[src/rtl/id_ex_pipe_reg.sv]
// ---------------------------------------------------------------------------
// id_ex_pipe_reg
//   ID/EX pipeline register for the RV32IM pipeline. Latches the decoded
//   control word and operands for EX, detects load-use hazards against the
//   instruction now in EX, and inserts a bubble when one is found. Honours an
//   external stall (hold everything) and flush (next EX slot becomes bubble).
//   A saturating counter records how many bubbles have been inserted.
//
// Ports
//   CLK, RESET          clock (rising edge), async active-low reset
//   STALL_IN, FLUSH_IN  external hold / branch-taken flush
//   ID_*                decoded instruction fields from the control unit
//   EX_*                registered copies driven into EX and forwarding
//   EX_VALID            EX slot holds a real instruction
//   HAZARD_STALL        load-use hold request to PC and IF/ID
//   BUBBLE_COUNT        bubbles inserted since reset (saturating)
// ---------------------------------------------------------------------------
module id_ex_pipe_reg #(
    parameter int XLEN  = 32,
    parameter int CNT_W = 16
) (
    input  logic             CLK,
    input  logic             RESET,
    input  logic             STALL_IN,
    input  logic             FLUSH_IN,
    input  logic [XLEN-1:0]  ID_PC,
    input  logic [XLEN-1:0]  ID_DATA1,
    input  logic [XLEN-1:0]  ID_DATA2,
    input  logic [XLEN-1:0]  ID_IMM,
    input  logic [4:0]       ID_RS1,
    input  logic [4:0]       ID_RS2,
    input  logic [4:0]       ID_RD,
    input  logic             ID_RS1_USED,
    input  logic             ID_RS2_USED,
    input  logic             ID_ALU_SEL1,
    input  logic             ID_ALU_SEL2,
    input  logic [4:0]       ID_ALU_OP,
    input  logic [2:0]       ID_BRANCH,
    input  logic [1:0]       ID_MEM_WRITE,
    input  logic [2:0]       ID_MEM_READ,
    input  logic [1:0]       ID_WB_SEL,
    input  logic             ID_WRITE_EN,
    output logic [XLEN-1:0]  EX_PC,
    output logic [XLEN-1:0]  EX_DATA1,
    output logic [XLEN-1:0]  EX_DATA2,
    output logic [XLEN-1:0]  EX_IMM,
    output logic [4:0]       EX_RS1,
    output logic [4:0]       EX_RS2,
    output logic [4:0]       EX_RD,
    output logic             EX_ALU_SEL1,
    output logic             EX_ALU_SEL2,
    output logic [4:0]       EX_ALU_OP,
    output logic [2:0]       EX_BRANCH,
    output logic [1:0]       EX_MEM_WRITE,
    output logic [2:0]       EX_MEM_READ,
    output logic [1:0]       EX_WB_SEL,
    output logic             EX_WRITE_EN,
    output logic             EX_VALID,
    output logic             HAZARD_STALL,
    output logic [CNT_W-1:0] BUBBLE_COUNT
);

    // NOP encodings of the side-effecting control fields. A bubble carries
    // these so it can never write the RF, touch memory or redirect fetch.
    localparam logic       DIS  = 1'b0;
    localparam logic [1:0] NO_W = 2'b00;
    localparam logic [2:0] NO_R = 3'b000;
    localparam logic [2:0] B_NO = 3'b000;

    localparam logic [CNT_W-1:0] CNT_ONE = {{(CNT_W-1){1'b0}}, 1'b1};

    logic rs1_match;
    logic rs2_match;
    logic load_bubble;

    // Load-use: the load in EX delivers its data too late for the consumer
    // in ID. rd=x0 and bubbles never produce a usable result, so ignore them.
    assign rs1_match    = ID_RS1_USED && (ID_RS1 == EX_RD);
    assign rs2_match    = ID_RS2_USED && (ID_RS2 == EX_RD);
    assign HAZARD_STALL = EX_VALID && (EX_MEM_READ != NO_R) && (EX_RD != 5'd0)
                          && (rs1_match || rs2_match);

    // Flush overrides stall; a hazard only bubbles when the pipe is moving.
    // Flush together with a hazard is still a single bubble.
    assign load_bubble = FLUSH_IN || (!STALL_IN && HAZARD_STALL);

    always_ff @(posedge CLK or negedge RESET) begin
        if (!RESET) begin
            EX_VALID     <= 1'b0;
            EX_PC        <= '0;
            EX_DATA1     <= '0;
            EX_DATA2     <= '0;
            EX_IMM       <= '0;
            EX_RS1       <= '0;
            EX_RS2       <= '0;
            EX_RD        <= '0;
            EX_ALU_SEL1  <= 1'b0;
            EX_ALU_SEL2  <= 1'b0;
            EX_ALU_OP    <= '0;
            EX_BRANCH    <= B_NO;
            EX_MEM_WRITE <= NO_W;
            EX_MEM_READ  <= NO_R;
            EX_WB_SEL    <= '0;
            EX_WRITE_EN  <= DIS;
        end else if (load_bubble) begin
            EX_VALID     <= 1'b0;
            EX_PC        <= '0;
            EX_DATA1     <= '0;
            EX_DATA2     <= '0;
            EX_IMM       <= '0;
            EX_RS1       <= '0;
            EX_RS2       <= '0;
            EX_RD        <= '0;
            EX_ALU_SEL1  <= 1'b0;
            EX_ALU_SEL2  <= 1'b0;
            EX_ALU_OP    <= '0;
            EX_BRANCH    <= B_NO;
            EX_MEM_WRITE <= NO_W;
            EX_MEM_READ  <= NO_R;
            EX_WB_SEL    <= '0;
            EX_WRITE_EN  <= DIS;
        end else if (!STALL_IN) begin
            EX_VALID     <= 1'b1;
            EX_PC        <= ID_PC;
            EX_DATA1     <= ID_DATA1;
            EX_DATA2     <= ID_DATA2;
            EX_IMM       <= ID_IMM;
            EX_RS1       <= ID_RS1;
            EX_RS2       <= ID_RS2;
            EX_RD        <= ID_RD;
            EX_ALU_SEL1  <= ID_ALU_SEL1;
            EX_ALU_SEL2  <= ID_ALU_SEL2;
            EX_ALU_OP    <= ID_ALU_OP;
            EX_BRANCH    <= ID_BRANCH;
            EX_MEM_WRITE <= ID_MEM_WRITE;
            EX_MEM_READ  <= ID_MEM_READ;
            EX_WB_SEL    <= ID_WB_SEL;
            EX_WRITE_EN  <= ID_WRITE_EN;
        end
    end

    // Saturating so a long debug run never wraps back to a small number.
    always_ff @(posedge CLK or negedge RESET) begin
        if (!RESET) begin
            BUBBLE_COUNT <= '0;
        end else if (load_bubble && (BUBBLE_COUNT != '1)) begin
            BUBBLE_COUNT <= BUBBLE_COUNT + CNT_ONE;
        end
    end

endmodule

[config.mk]
export PLATFORM = sky130hd
export DESIGN_NAME = id_ex_pipe_reg
export DESIGN_NICKNAME = d
export VERILOG_FILES = /design/src/rtl/id_ex_pipe_reg.sv
export SDC_FILE = /design/constraint.sdc
export NUM_CORES = 1
export LEC_CHECK = 0
export CORE_MARGIN = 5
export CORE_UTILIZATION = 36
export CTS_CLUSTER_DIAMETER = 30
export DETAILED_ROUTE_END_ITERATION = 7
export PLACE_DENSITY = 0.85
export SYNTH_ARGS = -nofsm -noshare
export SYNTH_HDL_FRONTEND = slang
export SYNTH_SLANG_ARGS = --single-unit
[constraint.sdc]
create_clock -name CLK -period 2 [get_ports CLK]
set_input_delay 0.4 -clock CLK [delete_from_list [all_inputs] [get_ports CLK]]
set_output_delay 0.4 -clock CLK [all_outputs]
set_load 0.02 [all_outputs]
==> flow_summary.ini, run 1 <==
[status]
outcome = finished, violations left
violations = negative setup slack

[worst_setup_path]
r2r-end = EX_DATA2[29]
slowest_stage = dfrtp_2
path_cells = buf_4 -> xnor2_1 -> nand2_1 -> o22ai_2 -> and2_4 -> buf_6
r2r-start = EX_RD[1]
crit_required_ns = 1.60
cp.arrival_ns = 1.83
ff2ff_setup_slack_ns = -0.22
start_kind = register
cp_slowest_stage_delay_ns = 0.45
crit_path_start = EX_RD[1]
crit_path_end_kind = output port
crit_path_max_fanout = 3
reg2reg_depth = 11
endpoint = HAZARD_STALL
path_class = register to output port

[min_path]
min-delay-start = ID_RS2[3]
worstHoldPathType = input port to register

[sta]
fin_crit_sh_pct = 111
postLayoutSetupSlackWorst_ns = -0.227
fmax_mhz = 449
finClkSkew_ns = 0.0124
hold_ws_ns = 0.284
maxSlewHeadroom_pct = 66.3
tns_ns = -26.19
rsz0062_at_grt = true
setup_viol = 172
fin_crit_ns = 2.23
report.final.slew_viol_count = 0
worst_slew_pin_slew_ns = 0.505
hold_violations = 0

[clock_tree]
clockRootBuffer = clkbuf_16
cts_buffers = 17
clk_pin_slew_ns = 0.07
cts_tree = yes
cts_sinks = 178
clock_latency_ns = 0.42
cts_buffer_depth = 2
h-tree-depth = 4

[global_route]
grt_pass1_wl_mm = 37.9
grt_remaining_overflow = 0
grt_max_degree = 65
grt_use_total_pct = 22.9
grt_pass1_vias = 6415
antenna_found_initial = 0

[placement]
numPortBuffers = 345
hpwl_mm = 16.4
gp_congestion = 0.816
place_area_um2 = 10600
dp_cells = 1038

[flow_run]
maxCapViolCount = 0

[synth]
ys.flop_type = dfrtp_1
synth-seq-area-share_pct = 67.8
synth_edf_count = 0
syn_inst = 456
syn-num-nets = 624
ys_seq_elements = 178
netlist_area_um2 = 6570
synth.top_cell.area_share_pct = 67.8
yosys_warnings = 0
ys_types = 29
avgSynthCellArea_um2 = 14.4
synthArstFlopShare_pct = 100
synth.largest_area_cell = dfrtp_1
synth_area_leaders = dfrtp_1, a22o_1, xnor2_1

[power]
power_density_nw_per_um2 = 812
seqPwrFrac_pct = 40.7
swShare_pct = 27.1
vdd_drop_max_v = 0.000628
clkPwrFrac_pct = 36.2
p_leak_nw = 5.56
combPwrFrac_pct = 23.1
p_int_mw = 7.24
p_sw_mw = 2.69

[floorplanning]
initial_core_util_pct = 36.6
dieHeight_um = 145
ios = 346
fp.dieW_um = 145
core_region_area_um2 = 18000
num_rows = 49
dieArea_um2 = 21100

[drt]
avgViaCountPerCell = 5.27
dr.pass1.iters = 4
first_iter_violations = 248
drc = 0
totalWireLength_mm = 25.6
routedWlPerCell_um = 23.0
ant_nets = 0
vias = 5857

[finish]
finish.instance_area_um2 = 12200
fin_cells = 1111
drive_above_1_share_pct = 17.3
final_nets = 1038
diodes = 0
area_growth_pct = 86.2
utilization_pct = 68.1
-- logic make-up after synthesis --
family | synth area share, %
AO/OA/AOI/OAI | 22.5
XOR/XNOR | 3.20
adder cells (fa/ha/maj) | 0.190
buffers and inverters | 2.76
flip-flops | 67.8
multiplexers | 0.343
AND/OR/NAND/NOR | 3.22
-- flip-flops by register name, indices dropped and copies added (netlist names), 5 cells and up --
name          count
EX_IMM           32
EX_RD             5
EX_DATA2         32
BUBBLE_COUNT     16
EX_RS2            5
EX_PC            32
EX_ALU_OP         5
EX_DATA1         32
EX_RS1            5
-- how the worst min path moves through the flow --
| stage | end | slack, ns | depth (start not counted) |
|---|---|---|---|
| after floorplan | BUBBLE_COUNT[0] | 0.10 | 0 |
| after global placement | EX_PC[29] | 0.39 | 1 |
| after detailed placement | EX_PC[18] | 0.39 | 1 |
| after CTS | EX_PC[16] | 0.51 | 2 |
| after global routing | EX_RS2[3] | 0.27 | 2 |
| final | EX_RS2[3] | 0.28 | 2 |
-- layout by cell type (no fill, tap or decap), types with 4 or more instances in the layout --
cell,n
clkdlybuf4s50_1,331
dfrtp_1,173
a22o_1,161
buf_4,43
clkbuf_16,26
buf_12,13
xor2_1,12
buf_16,12
xnor2_1,9
nand2_1,9
nor3_4,7
buf_6,7
dlygate4sd2_1,7
nand4_1,6
dfrtp_2,5
nor2_4,5
inv_6,5
dlymetal6s2s_1,5
bufinv_16,4
-- worst max-delay path, delay by kind of cell (launching register included) --
family,cells,cell delay (ns)
AND/OR/NAND/NOR,2,0.29
buffers and inverters,2,0.28
flip-flops,1,0.45
AO/OA/AOI/OAI,1,0.20
XOR/XNOR,1,0.19
-- synthesized netlist by cell type (all sizes together), types with 2 or more instances --
cell type / instances
xor2: 12
nor3: 8
a22o: 161
dfrtp: 178
xnor2: 12
clkbuf: 25
a21oi: 3
nand3: 3
nand4: 6
buf: 11
nor2: 11
o21a: 2
inv: 3
mux2: 2
nand2: 9
-- repair_timing --
| action | CTS | global route |
|---|---|---|
| resized for setup | 63 | 23 |
| pin swaps | 13 | 18 |
| buffers inserted | 16 | 9 |
| endpoints found under the hold margin | 41 | 0 |
| setup endpoints to repair | 184 | 180 |
| hold buffers | 1 | 0 |
| cloned | 13 | 9 |
-- per-stage QoR --
step,power (mW),setup WS (ns)
6_report,9.93,-0.227
5_1_grt,10.3,-0.290
4_1_cts,9.91,-0.208
3_5_place_dp,6.11,-0.735
3_3_place_gp,6.05,-0.694
2_1_floorplan,4.85,-0.0663
-- power by group through the flow --
stage	combinational (mW)	sequential, mW	clock, mW
after floorplan	0.414	4.43	0
after global placement	1.96	4.09	0
after detailed placement	2.01	4.10	0
after CTS	2.24	4.04	3.64
after global routing	2.43	4.07	3.82
final	2.30	4.04	3.59
-- final cells by class --
type	count	area, um2
timing repair buffer	431	4710
inverter	3	11.3
clock buffer	18	429
fill	1249	5730
sequential	178	4460
tap	229	287
multi-input combinational	239	2140
clock inverter	13	198
-- layer usage --
layer / track usage (%) / share of wire [%] / wire, um
met1: 27.3 / 39 / 9860
met2: 39.8 / 51 / 13000
met3: 7.48 / 8.4 / 2150
met4: 6.44 / 2.3 / 595
met5: 0 / 0 / 0
No activity file was read; power rests on OpenSTA's default activity.
==> run 2, diff against run 1 <==
Settings changed: CORE_MARGIN 5 to 2.
==> flow_summary.ini, run 2 (synthesis gave the netlist of run 1 again) <==
[status]
outcome = finished, violations left
violations = negative setup slack

[finish]
mostFrequentLayoutCell = clkdlybuf4s50_1
fillers = 1272
area_growth_pct = 84.0
layout_common_cells = clkdlybuf4s50_1, dfrtp_1, a22o_1
multi_input_area_um2 = 2110
drive_above_1_share_pct = 16.5
diodes = 0
final_nets = 1034
regArea_um2 = 4460

[sta]
fmax_mhz = 445
rsz0062_at_grt = true
fin_crit_sh_pct = 112
maxSlewHeadroom_pct = 71.6
setup_viol = 171
finClkSkew_ns = 0.0138
hold_violations = 0
fin_crit_ns = 2.25
report.final.slew_viol_count = 0
hold_ws_ns = 0.438
postLayoutSetupSlackWorst_ns = -0.248
worst_slew_pin_slew_ns = 0.422

[floorplanning]
fp.dieW_um = 139
dieArea_um2 = 19400
ios = 346
core_region_area_um2 = 18000
dieHeight_um = 139
initial_core_util_pct = 36.6
num_rows = 49

[drt]
routedWlPerCell_um = 21.3
vias = 5780
wl_met1_mm = 9.45
drc = 0
totalWireLength_mm = 23.6
ant_nets = 0
first_iter_violations = 292
met2_length_mm = 12.0
dr.pass1.iters = 4
wl_met3_mm = 1.66
routed.top_layer = met4
avgViaCountPerCell = 5.22

[global_route]
grt_use_total_pct = 23.4
grt_max_degree = 77
antenna_found_initial = 0
grt_pass1_vias = 6137
grt_pass1_wl_mm = 35.2
grt_remaining_overflow = 0

[worst_setup_path]
reg2reg_depth = 10
crit_path_max_fanout = 2
start_kind = input port
path_class = input port to output port
ff2ff_setup_slack_ns = -0.22
r2r-end = EX_PC[17]
crit_required_ns = 1.60
crit_path_start = ID_RS2[1]
endpoint = HAZARD_STALL
crit_path_end_kind = output port
cp.arrival_ns = 1.85
r2r-start = EX_RD[3]

[power]
combPwrFrac_pct = 23.4
clkPwrFrac_pct = 34.7
p_sw_mw = 2.71
vdd_drop_max_v = 0.000578
power_density_nw_per_um2 = 795
p_leak_nw = 5.48
swShare_pct = 28.2
seqPwrFrac_pct = 41.9
p_int_mw = 6.91

[placement]
dpl_worst_slack_ns = -0.789
gp_congestion = 0.869
numPortBuffers = 345
hpwl_mm = 15.2

[clock_tree]
cts_buffer_depth = 2
h-tree-depth = 4
cts_tree = yes
clock_latency_ns = 0.43
clockRootBuffer = clkbuf_16
clk_pin_slew_ns = 0.07
cts_sinks = 178
cts_buffers = 17

[min_path]
worstHoldPathType = input port to async pin

[flow_run]
maxCapViolCount = 0
run 2: how the worst min path moves through the flow:
stage                      from         endpoint  slack (ns)  cells after the start
after floorplan           RESET  BUBBLE_COUNT[0]        0.10                      0
after global placement    RESET     EX_DATA1[29]        0.31                      1
after detailed placement  RESET     EX_DATA1[29]        0.31                      1
after CTS                 RESET     EX_DATA1[29]        0.41                      2
after global routing      RESET     EX_DATA1[30]        0.45                      2
final                     RESET     EX_DATA1[29]        0.44                      2
run 2: layer usage:
layer  vias up  global-route usage, %
li1       2561                      -
met1      2906                   29.3
met2       277                   39.9
met3        36                   6.56
met4         0                   7.07
met5         -                      0
run 2: final cells by class:
| type | count | share of cell area [%] |
|---|---|---|
| timing repair buffer | 427 | 38.4 |
| tap | 229 | 2.37 |
| multi-input combinational | 239 | 17.5 |
| sequential | 178 | 36.9 |
| clock inverter | 13 | 1.17 |
| inverter | 3 | 0.0931 |
| clock buffer | 19 | 3.66 |
run 2: stage by stage:
step / setup TNS (ns) / instance area, um2 / std cells / power [mW] / util [%]
floorplan: -0.598 / 6620 / 456 / 4.85 / -
global route: -34.27 / 12100 / 1108 / 9.98 / 67.3
CTS: -17.76 / 11800 / 1100 / 9.59 / 66.0
global placement: -69.86 / 10700 / 1042 / 6.04 / 59.5
finish: -21.79 / 12100 / 1108 / 9.62 / 67.3
detailed placement: -76.54 / 10700 / 1042 / 6.09 / 59.5
run 2: power groups by stage:
stage                     clock network, mW  logic (mW)  registers, mW
after CTS                              3.41        2.16           4.03
after detailed placement                  0        2.00           4.09
after global placement                    0        1.96           4.08
final                                  3.34        2.25           4.03
after floorplan                           0       0.414           4.43
after global routing                   3.54        2.38           4.06
run 2: worst max-delay path, stage by stage:
cell and delay, ns:
clkdlybuf4s50_1 0.51, xnor2_1 0.14, nand4_1 0.20, o22ai_2 0.26, and2_4 0.21, buf_6 0.12
run 2: timing repair:
action / in CTS / in global routing
endpoints found under the hold margin: 28 / 0
setup endpoints to repair: 161 / 180
pin swaps: 6 / 20
gates resized for setup: 46 / 36
hold buffers: 1 / 0
setup buffers: 13 / 10
cloned: 12 / 6
==> run 3, diff against run 2 <==
Settings changed: CORE_UTILIZATION 36 to 39, PLACE_DENSITY 0.85 to 0.88.
Clock period 2 ns to 2.1 ns, I/O delays scaled along.
==> flow_summary.ini, run 3 (synthesis gave the netlist of run 1 again) <==
[sta]
fmax_mhz = 459
setup_viol = 92
hold_violations = 0
tns_ns = -2.47
maxSlewHeadroom_pct = 65.2
rsz0062_at_grt = true
postLayoutSetupSlackWorst_ns = -0.0776
report.final.slew_viol_count = 0
finClkSkew_ns = 0.0169
hold_ws_ns = 0.505
fin_crit_ns = 2.18
worst_slew_pin_slew_ns = 0.523
fin_crit_sh_pct = 104

[floorplanning]
fp.dieW_um = 134
dieArea_um2 = 17900
num_rows = 47
dieHeight_um = 134
ios = 346
core_region_area_um2 = 16500
initial_core_util_pct = 39.8

[clock_tree]
cts_sinks = 178
clock_latency_ns = 0.43
cts_buffer_depth = 2
clockRootBuffer = clkbuf_16
clk_pin_slew_ns = 0.07
cts_tree = yes
h-tree-depth = 4
cts_buffers = 17

[drt]
first_iter_violations = 253
vias = 5720
totalWireLength_mm = 24.0
drc = 0
routedWlPerCell_um = 21.9
avgViaCountPerCell = 5.23
dr.pass1.iters = 4
ant_nets = 0

[global_route]
grt_use_total_pct = 24.7
grt_remaining_overflow = 0
grt_max_degree = 55
grt_pass1_vias = 5888
grt_pass1_wl_mm = 33.9
antenna_found_initial = 0

[finish]
finish.instance_area_um2 = 11800
final_nets = 1029
drive_above_1_share_pct = 14.1
utilization_pct = 71.6
layout_common_cells = clkdlybuf4s50_1, dfrtp_1, a22o_1
mostFrequentLayoutCell = clkdlybuf4s50_1
area_growth_pct = 79.9
fin_cells = 1094
multi_input_area_um2 = 1990
fillers = 1080
regArea_um2 = 4460
diodes = 0

[worst_setup_path]
path_class = register to output port
crit_path_end_kind = output port
crit_required_ns = 1.68
cp.arrival_ns = 1.76
crit_path_max_fanout = 4
start_kind = register

[placement]
dpl_worst_slack_ns = -0.698
gp_congestion = 0.812
numPortBuffers = 345
hpwl_mm = 15.3
dp_cells = 1033
place_area_um2 = 10600

[power]
clkPwrFrac_pct = 35.3
combPwrFrac_pct = 22.7
power_density_nw_per_um2 = 775
swShare_pct = 27.0
power_mw = 9.16
vdd_drop_max_v = 0.000568
seqPwrFrac_pct = 42.0
p_int_mw = 6.69
p_leak_nw = 5.32
p_sw_mw = 2.47

[flow_run]
maxCapViolCount = 0

[min_path]
worstHoldPathType = register to register

[status]
violations = negative setup slack
outcome = finished, violations left
-- run 3: power by group through the flow --
stage | Clock, mW | Combinational, mW | Sequential [mW]
6_report | 3.23 | 2.08 | 3.84
5_1_grt | 3.43 | 2.19 | 3.86
3_5_place_dp | 0 | 1.90 | 3.89
4_1_cts | 3.27 | 1.96 | 3.83
2_1_floorplan | 0 | 0.377 | 4.21
3_3_place_gp | 0 | 1.86 | 3.88
-- run 3: worst paths after layout --
| kind | slack (ns) | depth (start not counted) | from | end |
|---|---|---|---|---|
| worst min-delay path | 0.50 | 1 | EX_DATA2[6] | EX_DATA2[6] |
| worst min register to register | 0.50 | 1 | EX_DATA2[6] | EX_DATA2[6] |
| min in group asynchronous | 0.51 | 2 | RESET | EX_PC[21] |
| worst max register to register | -0.06 | 11 | EX_RD[4] | EX_MEM_READ[1] |
| worst max-delay path | -0.08 | 6 | EX_RD[4] | HAZARD_STALL |
| max in group asynchronous | 0.88 | 3 | RESET | EX_DATA2[5] |
-- run 3: final cells by class --
class	count	share of cell area, %
Multi-Input combinational cell	239	16.8
Timing Repair Buffer	422	38.0
Tap cell	220	2.33
Sequential cell	178	37.7
Clock buffer	22	4.01
Clock inverter	10	1.04
Inverter	3	0.0952
-- run 3: layer usage --
layer	global-route usage, %	wire length, um	vias up
met5	0	0	-
met2	43.5	12400	280
li1	-	-	2544
met3	7.29	1800	43
met4	9.57	614	0
met1	28.3	9130	2853
-- run 3: what timing repair did --
action,4_1_cts,5_1_grt
resized for setup,16,13
hold buffers,1,0
endpoints found under the setup margin,172,121
endpoints found under the hold margin,49,0
pin swaps,8,20
gates cloned,3,14
buffers inserted,5,7
-- run 3: critical path: stages (launching register included) --
cell,delay (ns)
dfrtp_1,0.43
xnor2_1,0.15
buf_4,0.14
nand4_1,0.10
o22ai_2,0.21
and2_4,0.18
buf_4,0.13
